`src/rtl/laser_bank_pkg.sv`:
```
// laser_bank_pkg: shared constants for the laser bank.
//   SHOT_W / SHOT_H : shot sprite size in pixels
//   SHOT_VEL        : rows a shot climbs per frame
//   SHOT_COLOR      : 24-bit 0xRRGGBB colour of a shot
//   HRES / VRES     : visible raster size
//   count_ones()    : popcount helper used for the live-shot counter
package laser_bank_pkg;

  localparam int          SHOT_W     = 2;
  localparam int          SHOT_H     = 8;
  localparam int          SHOT_VEL   = 6;
  localparam logic [23:0] SHOT_COLOR = 24'hFF_60_20;
  localparam int          HRES       = 640;
  localparam int          VRES       = 480;

  function automatic logic [3:0] count_ones(input logic [7:0] v);
    logic [3:0] n;
    n = '0;
    for (int i = 0; i < 8; i++) begin
      n = n + {3'b000, v[i]};
    end
    return n;
  endfunction

endpackage

```
`src/rtl/laser_bank_if.sv`:
```
// laser_bank_if: collision bus between the laser bank and the collision logic.
//   hit_valid / hit_idx      : kill request for one slot (collision logic -> bank)
//   shot_x / shot_y / shot_live : per-slot state (bank -> collision logic)
// Modports: master = collision logic, slave = laser_bank.
interface laser_bank_if #(
  parameter int MAX_SHOTS = 4
) ();

  localparam int IW = (MAX_SHOTS > 1) ? $clog2(MAX_SHOTS) : 1;

  logic                  hit_valid;
  logic [IW-1:0]         hit_idx;
  logic signed [11:0]    shot_x [MAX_SHOTS];
  logic signed [11:0]    shot_y [MAX_SHOTS];
  logic [MAX_SHOTS-1:0]  shot_live;

  modport master (
    output hit_valid, hit_idx,
    input  shot_x, shot_y, shot_live
  );

  modport slave (
    input  hit_valid, hit_idx,
    output shot_x, shot_y, shot_live
  );

endinterface

```
`src/rtl/laser_bank_shot_slot.sv`:
```
// shot_slot: one laser shot slot (live flag, position, motion, hit test).
//   clk, rst_n        : pixel clock, async active-low reset
//   fsync             : frame-start pulse; moves or spawns the shot
//   kill              : clear the live flag (wins over fsync)
//   spawn, spawn_x/y  : load a new shot on fsync (only asserted when dead)
//   hpos, vpos        : raster position for the hit test
//   live, x, y        : registered slot state
//   hit               : raster position lies inside this live shot
module shot_slot
  import laser_bank_pkg::*;
(
  input  logic               clk,
  input  logic               rst_n,
  input  logic               fsync,
  input  logic               kill,
  input  logic               spawn,
  input  logic signed [11:0] spawn_x,
  input  logic signed [11:0] spawn_y,
  input  logic signed [11:0] hpos,
  input  logic signed [11:0] vpos,
  output logic               live,
  output logic signed [11:0] x,
  output logic signed [11:0] y,
  output logic               hit
);

  // One extra bit so a shot near the top shows a negative result.
  logic signed [12:0] y_moved;
  assign y_moved = 13'(y) - 13'(SHOT_VEL);

  // A kill in the fsync cycle freezes the slot: it neither moves nor respawns.
  always_ff @(posedge clk or negedge rst_n) begin
    if (!rst_n) begin
      live <= 1'b0;
      x    <= '0;
      y    <= '0;
    end else if (kill) begin
      live <= 1'b0;
    end else if (fsync) begin
      if (spawn) begin
        live <= 1'b1;
        x    <= spawn_x;
        y    <= spawn_y;
      end else if (live) begin
        if (y_moved[12]) live <= 1'b0;
        else             y    <= y_moved[11:0];
      end
    end
  end

  logic signed [12:0] h13, v13, x13, y13;
  assign h13 = 13'(hpos);
  assign v13 = 13'(vpos);
  assign x13 = 13'(x);
  assign y13 = 13'(y);

  assign hit = live &&
               (h13 >= x13) && (h13 < x13 + 13'(SHOT_W)) &&
               (v13 >= y13) && (v13 < y13 + 13'(SHOT_H));

endmodule

```
`src/rtl/laser_bank.sv`:
```
// laser_bank: pool of MAX_SHOTS player laser shots.
//   pixel_clk, rst_n      : clock, async active-low reset
//   fsync                 : one-cycle frame-start pulse
//   hpos, vpos            : current raster position
//   fire                  : raw asynchronous fire button
//   paddle_center_x/top   : spawn reference point
//   bus (slave)           : kill requests in, per-slot state out
//   pixel[0:2]            : blue, green, red
//   active                : raster inside any live shot
//   fire_ack              : one-cycle pulse after a spawning fsync
//   shot_count            : registered number of live slots
// Optional feature: define LASER_AUTOFIRE_EN to make a held fire button
// re-arm the request every cycle (auto-repeat limited by the cooldown).
module laser_bank
  import laser_bank_pkg::*;
#(
  parameter int MAX_SHOTS       = 4,
  parameter int COOLDOWN_FRAMES = 10
) (
  input  logic               pixel_clk,
  input  logic               rst_n,
  input  logic               fsync,
  input  logic signed [11:0] hpos,
  input  logic signed [11:0] vpos,
  input  logic               fire,
  input  logic [11:0]        paddle_center_x,
  input  logic signed [11:0] paddle_top,
  laser_bank_if.slave        bus,
  output logic [7:0]         pixel [0:2],
  output logic               active,
  output logic               fire_ack,
  output logic [3:0]         shot_count
);

  localparam int CW = (COOLDOWN_FRAMES < 1) ? 1 : $clog2(COOLDOWN_FRAMES + 1);

  logic [2:0]           fire_sync;
  logic                 fire_set;
  logic                 pending;
  logic [CW-1:0]        cooldown;
  logic [MAX_SHOTS-1:0] live_vec, hit_vec, kill_vec, free_vec;
  logic [MAX_SHOTS-1:0] spawn_vec, spawn_now;
  logic                 free_found, spawn_ok;
  logic signed [11:0]   spawn_x, spawn_y;
  logic signed [11:0]   slot_x [MAX_SHOTS];
  logic signed [11:0]   slot_y [MAX_SHOTS];

`ifdef LASER_AUTOFIRE_EN
  assign fire_set = fire_sync[2];
`else
  logic fire_prev;

  // Previous synchronised level, for rising-edge detection.
  always_ff @(posedge pixel_clk or negedge rst_n) begin
    if (!rst_n) fire_prev <= 1'b0;
    else        fire_prev <= fire_sync[2];
  end

  assign fire_set = fire_sync[2] & ~fire_prev;
`endif

  // Synchroniser and request flag; every fsync consumes the request.
  always_ff @(posedge pixel_clk or negedge rst_n) begin
    if (!rst_n) begin
      fire_sync <= '0;
      pending   <= 1'b0;
    end else begin
      fire_sync <= {fire_sync[1:0], fire};
      if (fsync)         pending <= 1'b0;
      else if (fire_set) pending <= 1'b1;
    end
  end

  // A slot being killed this cycle is still live, so it is never free here;
  // masking kill_vec as well keeps that true even for an already-dead slot.
  assign free_vec = ~live_vec & ~kill_vec;

  // Lowest-index free slot wins.
  always_comb begin
    spawn_vec  = '0;
    free_found = 1'b0;
    for (int i = MAX_SHOTS - 1; i >= 0; i--) begin
      if (free_vec[i]) begin
        spawn_vec    = '0;
        spawn_vec[i] = 1'b1;
        free_found   = 1'b1;
      end
    end
  end

  assign spawn_ok  = fsync && pending && (cooldown == '0) && free_found;
  assign spawn_now = spawn_ok ? spawn_vec : '0;
  assign spawn_x   = paddle_center_x - 12'(SHOT_W / 2);
  assign spawn_y   = paddle_top - 12'(SHOT_H);

  // Cooldown only moves on fsync; a drop due to a full bank happens at zero.
  always_ff @(posedge pixel_clk or negedge rst_n) begin
    if (!rst_n) begin
      cooldown   <= '0;
      fire_ack   <= 1'b0;
      shot_count <= '0;
    end else begin
      fire_ack   <= spawn_ok;
      shot_count <= count_ones(8'(live_vec));
      if (fsync) begin
        if (spawn_ok)             cooldown <= CW'(COOLDOWN_FRAMES);
        else if (cooldown != '0)  cooldown <= cooldown - CW'(1);
      end
    end
  end

  for (genvar i = 0; i < MAX_SHOTS; i++) begin : g_slot
    assign kill_vec[i] = bus.hit_valid && (int'(bus.hit_idx) == i);

    shot_slot u_slot (
      .clk     (pixel_clk),
      .rst_n   (rst_n),
      .fsync   (fsync),
      .kill    (kill_vec[i]),
      .spawn   (spawn_now[i]),
      .spawn_x (spawn_x),
      .spawn_y (spawn_y),
      .hpos    (hpos),
      .vpos    (vpos),
      .live    (live_vec[i]),
      .x       (slot_x[i]),
      .y       (slot_y[i]),
      .hit     (hit_vec[i])
    );

    assign bus.shot_x[i] = slot_x[i];
    assign bus.shot_y[i] = slot_y[i];
  end

  assign bus.shot_live = live_vec;
  assign active        = |hit_vec;
  assign pixel[0]      = active ? SHOT_COLOR[7:0]   : 8'h00;
  assign pixel[1]      = active ? SHOT_COLOR[15:8]  : 8'h00;
  assign pixel[2]      = active ? SHOT_COLOR[23:16] : 8'h00;

endmodule
```
`src/flat_wrapper.sv`:
```
// flat-port wrapper written by rule: the top's interface ports become plain ports
module laser_bank_flat import laser_bank_pkg::*;
#(
  parameter int MAX_SHOTS       = 4,
  parameter int COOLDOWN_FRAMES = 10
)
  (pixel_clk, rst_n, fsync, hpos, vpos, fire, paddle_center_x, paddle_top, pixel, active, fire_ack, shot_count, bus_hit_valid, bus_hit_idx, bus_shot_x, bus_shot_y, bus_shot_live);
  laser_bank_if #(.MAX_SHOTS(MAX_SHOTS)) bus_i ();
  input  logic pixel_clk;
  input  logic rst_n;
  input  logic fsync;
  input  logic signed [11:0] hpos;
  input  logic signed [11:0] vpos;
  input  logic fire;
  input  logic [11:0] paddle_center_x;
  input  logic signed [11:0] paddle_top;
  output logic [7:0] pixel[0:2];
  output logic active;
  output logic fire_ack;
  output logic [3:0] shot_count;
  input wire logic [$bits(bus_i.hit_valid)-1:0] bus_hit_valid;
  input wire logic [$bits(bus_i.hit_idx)-1:0] bus_hit_idx;
  output wire logic [$bits(bus_i.shot_x)-1:0] bus_shot_x;
  output wire logic [$bits(bus_i.shot_y)-1:0] bus_shot_y;
  output wire logic [$bits(bus_i.shot_live)-1:0] bus_shot_live;
  assign bus_i.hit_valid = bus_hit_valid;
  assign bus_i.hit_idx = bus_hit_idx;
  assign bus_shot_x = {>>{bus_i.shot_x}};
  assign bus_shot_y = {>>{bus_i.shot_y}};
  assign bus_shot_live = bus_i.shot_live;
  laser_bank #(.MAX_SHOTS(MAX_SHOTS), .COOLDOWN_FRAMES(COOLDOWN_FRAMES)) u_core (.pixel_clk(pixel_clk), .rst_n(rst_n), .fsync(fsync), .hpos(hpos), .vpos(vpos), .fire(fire), .paddle_center_x(paddle_center_x), .paddle_top(paddle_top), .bus(bus_i), .pixel(pixel), .active(active), .fire_ack(fire_ack), .shot_count(shot_count));
endmodule
```
`config.mk`:
```
export PLATFORM = sky130hd
export DESIGN_NAME = laser_bank_flat
export DESIGN_NICKNAME = d
export VERILOG_FILES = /design/src/rtl/laser_bank_pkg.sv /design/src/rtl/laser_bank_if.sv /design/src/rtl/laser_bank_shot_slot.sv /design/src/rtl/laser_bank.sv /design/src/flat_wrapper.sv
export SDC_FILE = /design/constraint.sdc
export NUM_CORES = 1
export LEC_CHECK = 0
export ABC_AREA = 0
export BUFFER_PORTS_ARGS = -buffer_cell sky130_fd_sc_hd__buf_2
export CAP_MARGIN = 20
export CORE_ASPECT_RATIO = 1.25
export CORE_MARGIN = 5
export CORE_UTILIZATION = 25
export DETAILED_ROUTE_END_ITERATION = 6
export GPL_TIMING_DRIVEN = 0
export SLEW_MARGIN = 25
export SYNTH_ARGS = -nofsm -noshare
export SYNTH_HDL_FRONTEND = slang
export SYNTH_SLANG_ARGS = --single-unit
```
`constraint.sdc`:
```
create_clock -name pixel_clk -period 10.65 [get_ports pixel_clk]
set_clock_uncertainty 0.2 [all_clocks]
set_input_delay 1.5975 -clock pixel_clk [delete_from_list [all_inputs] [get_ports pixel_clk]]
set_output_delay 1.5975 -clock pixel_clk [all_outputs]
set_load 0.02 [all_outputs]
```
==> results of run 1 <==
[where the power goes]
group          switching [W]  internal [W]  total [W]
clock network       0.000236      0.000377   0.000613
registers           0.000100      0.000490   0.000590
logic               0.000440      0.000280   0.000720
total               0.000777       0.00115    0.00192
[worst min path at each step]
| stage | startpoint | to | cells past startpoint |
|---|---|---|---|
| 3_5_place_dp | u_core.fire_sync[1] | u_core.fire_sync[2] | 0 |
| 4_1_cts | u_core.fire_sync[1] | u_core.fire_sync[2] | 0 |
| 2_1_floorplan | u_core.fire_sync[0] | u_core.fire_sync[1] | 0 |
| 6_report | u_core.fire_sync[1] | u_core.fire_sync[2] | 0 |
| 5_1_grt | u_core.fire_sync[0] | u_core.fire_sync[1] | 0 |
| 3_3_place_gp | u_core.fire_sync[0] | u_core.fire_sync[1] | 0 |
[worst max-delay path, cell delays in order, from the launching register on]
cell and delay [ps]:
dfrtp_1 430, inv_1 100, nor3_1 440, nand3_1 240, nor3_1 220, xnor2_1 160
ha_1 270, a21o_1 180, a2111oi_0 360, mux2_2 290, nand4_1 110, nor4_1 700
or4_1 460, buf_4 180, buf_2 160
[routing by layer]
metal | vias to the layer above | share of wire | track usage
met5 | - | 0.00032 | 0
met1 | 5134 | 0.44 | 0.2156
li1 | 5073 | - | -
met3 | 55 | 0.073 | 0.03179
met2 | 408 | 0.47 | 0.2732
met4 | 2 | 0.020 | 0.03763
[per-stage QoR]
step | area [sq um] | util
after floorplan | 11180 | -
after global placement | 12750 | 0.2890
after detailed placement | 12790 | 0.2900
after CTS | 13410 | 0.3040
after global routing | 13410 | 0.3040
final | 13410 | 0.3040
[sequential cells by signal, indices dropped and copies added (netlist names)]
name                       count
u_core.shot_count              3
u_core.cooldown                4
u_core.g_slot.u_slot.x        48
u_core.fire_ack                1
u_core.pending                 1
u_core.g_slot.u_slot.y        48
u_core.fire_sync               3
u_core.fire_prev               1
u_core.g_slot.u_slot.live      4
[cell type report]
type,instances,share of cell area
Inverter,131,0.03667
Multi-Input combinational cell,1025,0.5619
Clock buffer,18,0.03275
Buffer,57,0.02500
Clock inverter,14,0.01325
Tap cell,572,0.05337
Timing Repair Buffer,171,0.06624
Sequential cell,113,0.2109
[cells by family (layout without fill, tap and decap cells)]
group | Yosys count | in the layout | synth area share
other | 1 | 14 | 0.0003368
buffers and inverters | 188 | 391 | 0.07427
adder cells (fa/ha/maj) | 207 | 207 | 0.2333
flip-flops | 113 | 113 | 0.2539
AO/OA/AOI/OAI | 292 | 292 | 0.1652
AND/OR/NAND/NOR | 392 | 392 | 0.1760
XOR/XNOR | 104 | 104 | 0.08180
multiplexers | 16 | 16 | 0.01528
[cells in the mapped netlist, drive strengths merged (9+ instances only)]
library cell	number
a211oi	16
a21o	20
a21oi	73
and3	9
buf	38
clkbuf	19
dfrtp	113
ha	206
inv	130
mux2i	11
nand2	111
nand2b	9
nand3	65
nand4	29
nor2	74
nor3	38
nor4	18
o211ai	16
o21ai	104
xnor2	97
==> reports/summary.txt, run 1 <==
Reg2Reg Depth: 8
H-tree levels: 4
# fillers: 4,689
Chip Width: 198.8 microns
Final TNS setup: 0 ps
WHS: 149.8 ps
leakage: 6.139 nW
drc violations: 0
clk slew on worst S/H paths: 60 ps
largest cells by area after synthesis: dfrtp_1 25%, ha_1 23%, xnor2_1 7.6%
Setup WS post-layout: 4149 ps
HP Class: register to register
CP Launch Point: u_core.g_slot[1].u_slot.x[1]
largest net degree at the start of global routing: 64
Power Density: 143.4 mW/mm^2
most common cell after layout, fill and taps aside: ha_1
r2r setup slk: 7730 ps
async set or reset register ratio after synthesis: 1.000
TritonRoute pass-1 iters: 5
unrepaired setup endpoints after global routing: false
initial antenna violation count: 1
share of the synthesized area in the top cell type: 0.2539
status: complete, no violations
postcts setup bufs: 0
# port buffers: 170
Root Buffer Master: clkbuf_16
layout cells sized above 1: 0.1733
Placer Congestion: 0.8767
row cnt: 86
max frequency: 153.8 MHz
Post-Syn Area: 0.01114 sq mm
die area: 0.04889 sq mm
Area growth, synth to finish: 20.43%
PostCTS Resize Cnt: 0
Die Y: 246.0 microns
Initial Util: 0.2524
Worst Tran Pin Value: 956.2 ps
GRT Util Overall: 0.1627
grt ovf: 0
CTS Hold Bufs: 0
total power: 0.001923 W
max-slew violations: 0
Final Cycle Share: 0.6104
Critical Path Fanout Max: 12
Synthesis Warnings: 0
Hold Violations, Final: 0
Routed WL per cell: 19.34 microns
most frequent cells in the layout: 206 x ha_1, 175 x buf_2, 130 x inv_1, 113 x dfrtp_1, 110 x nand2_1
vias: 10,670
worst r2r src: u_core.cooldown[0]
vias per inst: 5.079
pre-CTS WS: 4074 ps
Slew HR: 0.3604
Crit. End Element: output port
DR iter-0 viols: 619
average cell area after synthesis: 8.481 sq um
worst-skew pair later-pin latency: 420 ps
number of global-route vias before repair: 10,580
maximum capacitance violations: 0
Synth Register Bits: 113
first-pass GRT wire length: 61,590 microns
Cells after DPL: 2,069
number of clock sinks: 113
io pins: 185
Primary FF master, synth: dfrtp_1
Max VDD drop: 0.0001180 V
Post-DRT Antenna Nets: 0
r2r endpoint: u_core.g_slot[3].u_slot.x[1]
clk buf depth: 2
post-DP HPWL: 31,660 microns
Distinct cells, synth: 82
footprint of the multi-input gates: 0.007535 sq mm
Final nets: 1,778
sequential share of the synthesized area: 0.2539
CTS tree: built
Worst Setup EP: pixel[1]
final setup fails: 0
Routed WL: 40,640 microns
post-synth top area cell: dfrtp_1
antenna diode instance count: 0
WP data required: 8850 ps
Post-Layout Cell Count: 2,101
Critical Path AT: 4700 ps
Worst setup SP type: register
Sequential Area: 0.002828 sq mm
Synth Instances: 1,313
total CTS buffers: 17
core area: 0.04412 sq mm
number of flops mapped to enable cells by yosys: 0
post-route minimum period: 6501 ps
Crit Path Class: register to output port
(Power assumes the default switching activity.)
==> inputs of run 2 (changes only) <==
clock period = 6.1 ns   (was 10.65 ns; I/O delays follow)
==> run 2 against run 1 <==
  * Critical path depth unchanged
  * Sequential power up 75%
  * First-iteration DRC count down 1.3%
  * Register-to-register slack worse by 4500 ps
  * Clock-buffer cell count unchanged
  * Hold slack better by 1.1 ps
  * Die area unchanged
  * Cell area about the same
  * Clock power up 75%
  * Largest cell class unchanged
==> reports/summary.txt, run 2 (synthesis gave the netlist of run 1 again) <==
Slew HR: 0.3761 (+0.01576)
r2r endpoint: u_core.g_slot[3].u_slot.x[2]
most common cell after layout, fill and taps aside: ha_1
fin util: 0.3042 (about the same)
Initial Util: 0.2524 (unchanged)
CP dominant cell by count: o21ai_0
largest net degree at the start of global routing: 64 (unchanged)
row cnt: 86 (unchanged)
crit-path cells: clkinv_1, nor3_1, and3_1, nand3_1, o21ai_0, ha_1, and4_1, a2111oi_0, a32oi_1, o21ai_0, nor4b_1, or4_4, buf_4, buf_2
die area: 0.04889 sq mm (unchanged)
first-pass GRT wire length: 61,590 microns (unchanged)
Critical Path Fanout Max: 12 (unchanged)
DR iter-0 viols: 611 (-1.3%)
Worst Hold End: u_core.fire_sync[2]
max-slew violations: 0 (unchanged)
layout cells sized above 1: 0.1746 (+0.001308)
grt ovf: 0 (unchanged)
# port buffers: 170 (unchanged)
postcts setup bufs: 0 (unchanged)
Root Buffer Master: clkbuf_16
CP delay by family, top: simple AND/OR/NAND/NOR gates
r2r setup slk: 3200 ps (-4530 ps)
initial antenna violation count: 0 (-1)
CTS Hold Bufs: 0 (unchanged)
max frequency: 178.4 MHz
Final TNS setup: 0 ps (unchanged)
most frequent cells in the layout: 206 x ha_1, 175 x buf_2, 130 x inv_1, 113 x dfrtp_1, 110 x nand2_1
Worst Tran Pin Value: 932.7 ps (-23.55 ps)
Crit Path Class: register to output port
H-tree levels: 4 (unchanged)
antenna diode instance count: 0 (unchanged)
leakage: 6.139 nW (about the same)
Hold Violations, Final: 0 (unchanged)
registers with the most flip-flops: u_core.g_slot.u_slot.x: 48 flops, u_core.g_slot.u_slot.y: 48 flops
Reg2Reg Depth: 8 (unchanged)
Crit path buffers/inverters: 3 (unchanged)
# fillers: 4,688 (-0.021%)
placed cell area: 0.01279 sq mm (unchanged)
PostCTS Resize Cnt: 0 (unchanged)
Placer Congestion: 0.8767 (unchanged)
worst r2r src: u_core.cooldown[0]
number of clock sinks: 113 (unchanged)
unrepaired setup endpoints after global routing: false
Crit. End Element: output port
vias: 10,630 (-0.37%)
Worst setup SP type: register
Max VDD drop: 0.0002056 V (+74%)
Hold Startpoint: u_core.fire_sync[1]
WP data required: 4980 ps (-3870 ps)
clk slew on worst S/H paths: 60 ps (about the same)
TritonRoute pass-1 iters: 6 (+1)
Final Cycle Share: 0.9190
Chip Width: 198.8 microns (unchanged)
drc violations: 0 (unchanged)
status: complete, no violations
Critical Path AT: 4490 ps (-210 ps)
hold depth: 0 (unchanged)
clk buf depth: 2 (unchanged)
HP Class: register to register
number of global-route vias before repair: 10,580 (unchanged)
GRT Util Overall: 0.1627 (unchanged)
CTS tree: built
Routed WL: 40,570 microns (-0.19%)
maximum capacitance violations: 0 (unchanged)
vias per inst: 5.061 (-0.37%)
total power: 0.003359 W (+75%)
Area growth, synth to finish: 20.52% (about the same)
post-route cell area: 0.01342 sq mm (about the same)
Final nets: 1,778 (unchanged)
slowest cell on the critical path: a2111oi_0
io pins: 185 (unchanged)
Power Density: 250.3 mW/mm^2 (+75%)
final setup fails: 0 (unchanged)
Worst path max stage delay: 550 ps (-150 ps)
total CTS buffers: 17 (unchanged)
core area: 0.04412 sq mm (unchanged)
Die Y: 246.0 microns (unchanged)
Post-DRT Antenna Nets: 0 (unchanged)
post-route minimum period: 5606 ps
Routed WL per cell: 19.31 microns (-0.19%)
post-DP HPWL: 31,660 microns (unchanged)
worst-skew pair later-pin latency: 420 ps (about the same)
## run 2: cell count changes in the layout (fill, tap and decap cells not counted)
cell,change
nor4_2,+1
or4_4,+1
or4_1,-1
nor4_1,-1
## run 2: cell type report
type,count,area (sq um),share of cell area
clock buffers,18,439.2,0.03272
multi-input cells,1025,7545,0.5622
well taps,572,715.7,0.05333
clock inverters,14,177.7,0.01324
flip-flops and latches,113,2828,0.2107
repair buffers,171,888.4,0.06619
plain buffers,57,335.3,0.02499
inverters,131,491.7,0.03664
## run 2: metrics by stage
step | setup slack (ps) | cells | hold WS [ps]
6_report | 494.2 | 2101 | 150.9
5_1_grt | 120.8 | 2101 | 164.5
4_1_cts | 150.9 | 2101 | 150.4
3_5_place_dp | 593.6 | 2069 | 137.8
3_3_place_gp | 646.3 | 2068 | 135.0
2_1_floorplan | 1382 | 1326 | 131.2
## run 2: where the power goes
group	internal, W	total (W)	switching [W]
Combinational	0.000488	0.00126	0.000769
Sequential	0.000855	0.00103	0.000174
Clock	0.000658	0.00107	0.000414
Total	0.00200	0.00336	0.00136
## run 2: how the worst max path moves through the flow
stage                            startpoint  endpoint  slack [ps]  depth (start not counted)
2_1_floorplan  u_core.g_slot[0].u_slot.y[5]  pixel[0]        1380                         14
3_3_place_gp   u_core.g_slot[1].u_slot.x[3]  pixel[4]         650                         14
3_5_place_dp   u_core.g_slot[1].u_slot.x[1]  pixel[1]         590                         14
4_1_cts        u_core.g_slot[1].u_slot.x[1]  pixel[1]         150                         14
5_1_grt        u_core.g_slot[3].u_slot.y[6]  pixel[3]         120                         14
6_report       u_core.g_slot[3].u_slot.y[6]  pixel[1]         490                         14
## run 2: per-layer routing
layer / vias to the layer above / global-route usage / wire length, microns
li1: 5079 / - / -
met1: 5132 / 0.2156 / 17640
met2: 370 / 0.2732 / 19020
met3: 52 / 0.03179 / 3056
met4: 0 / 0.03763 / 851
met5: - / 0 / 0
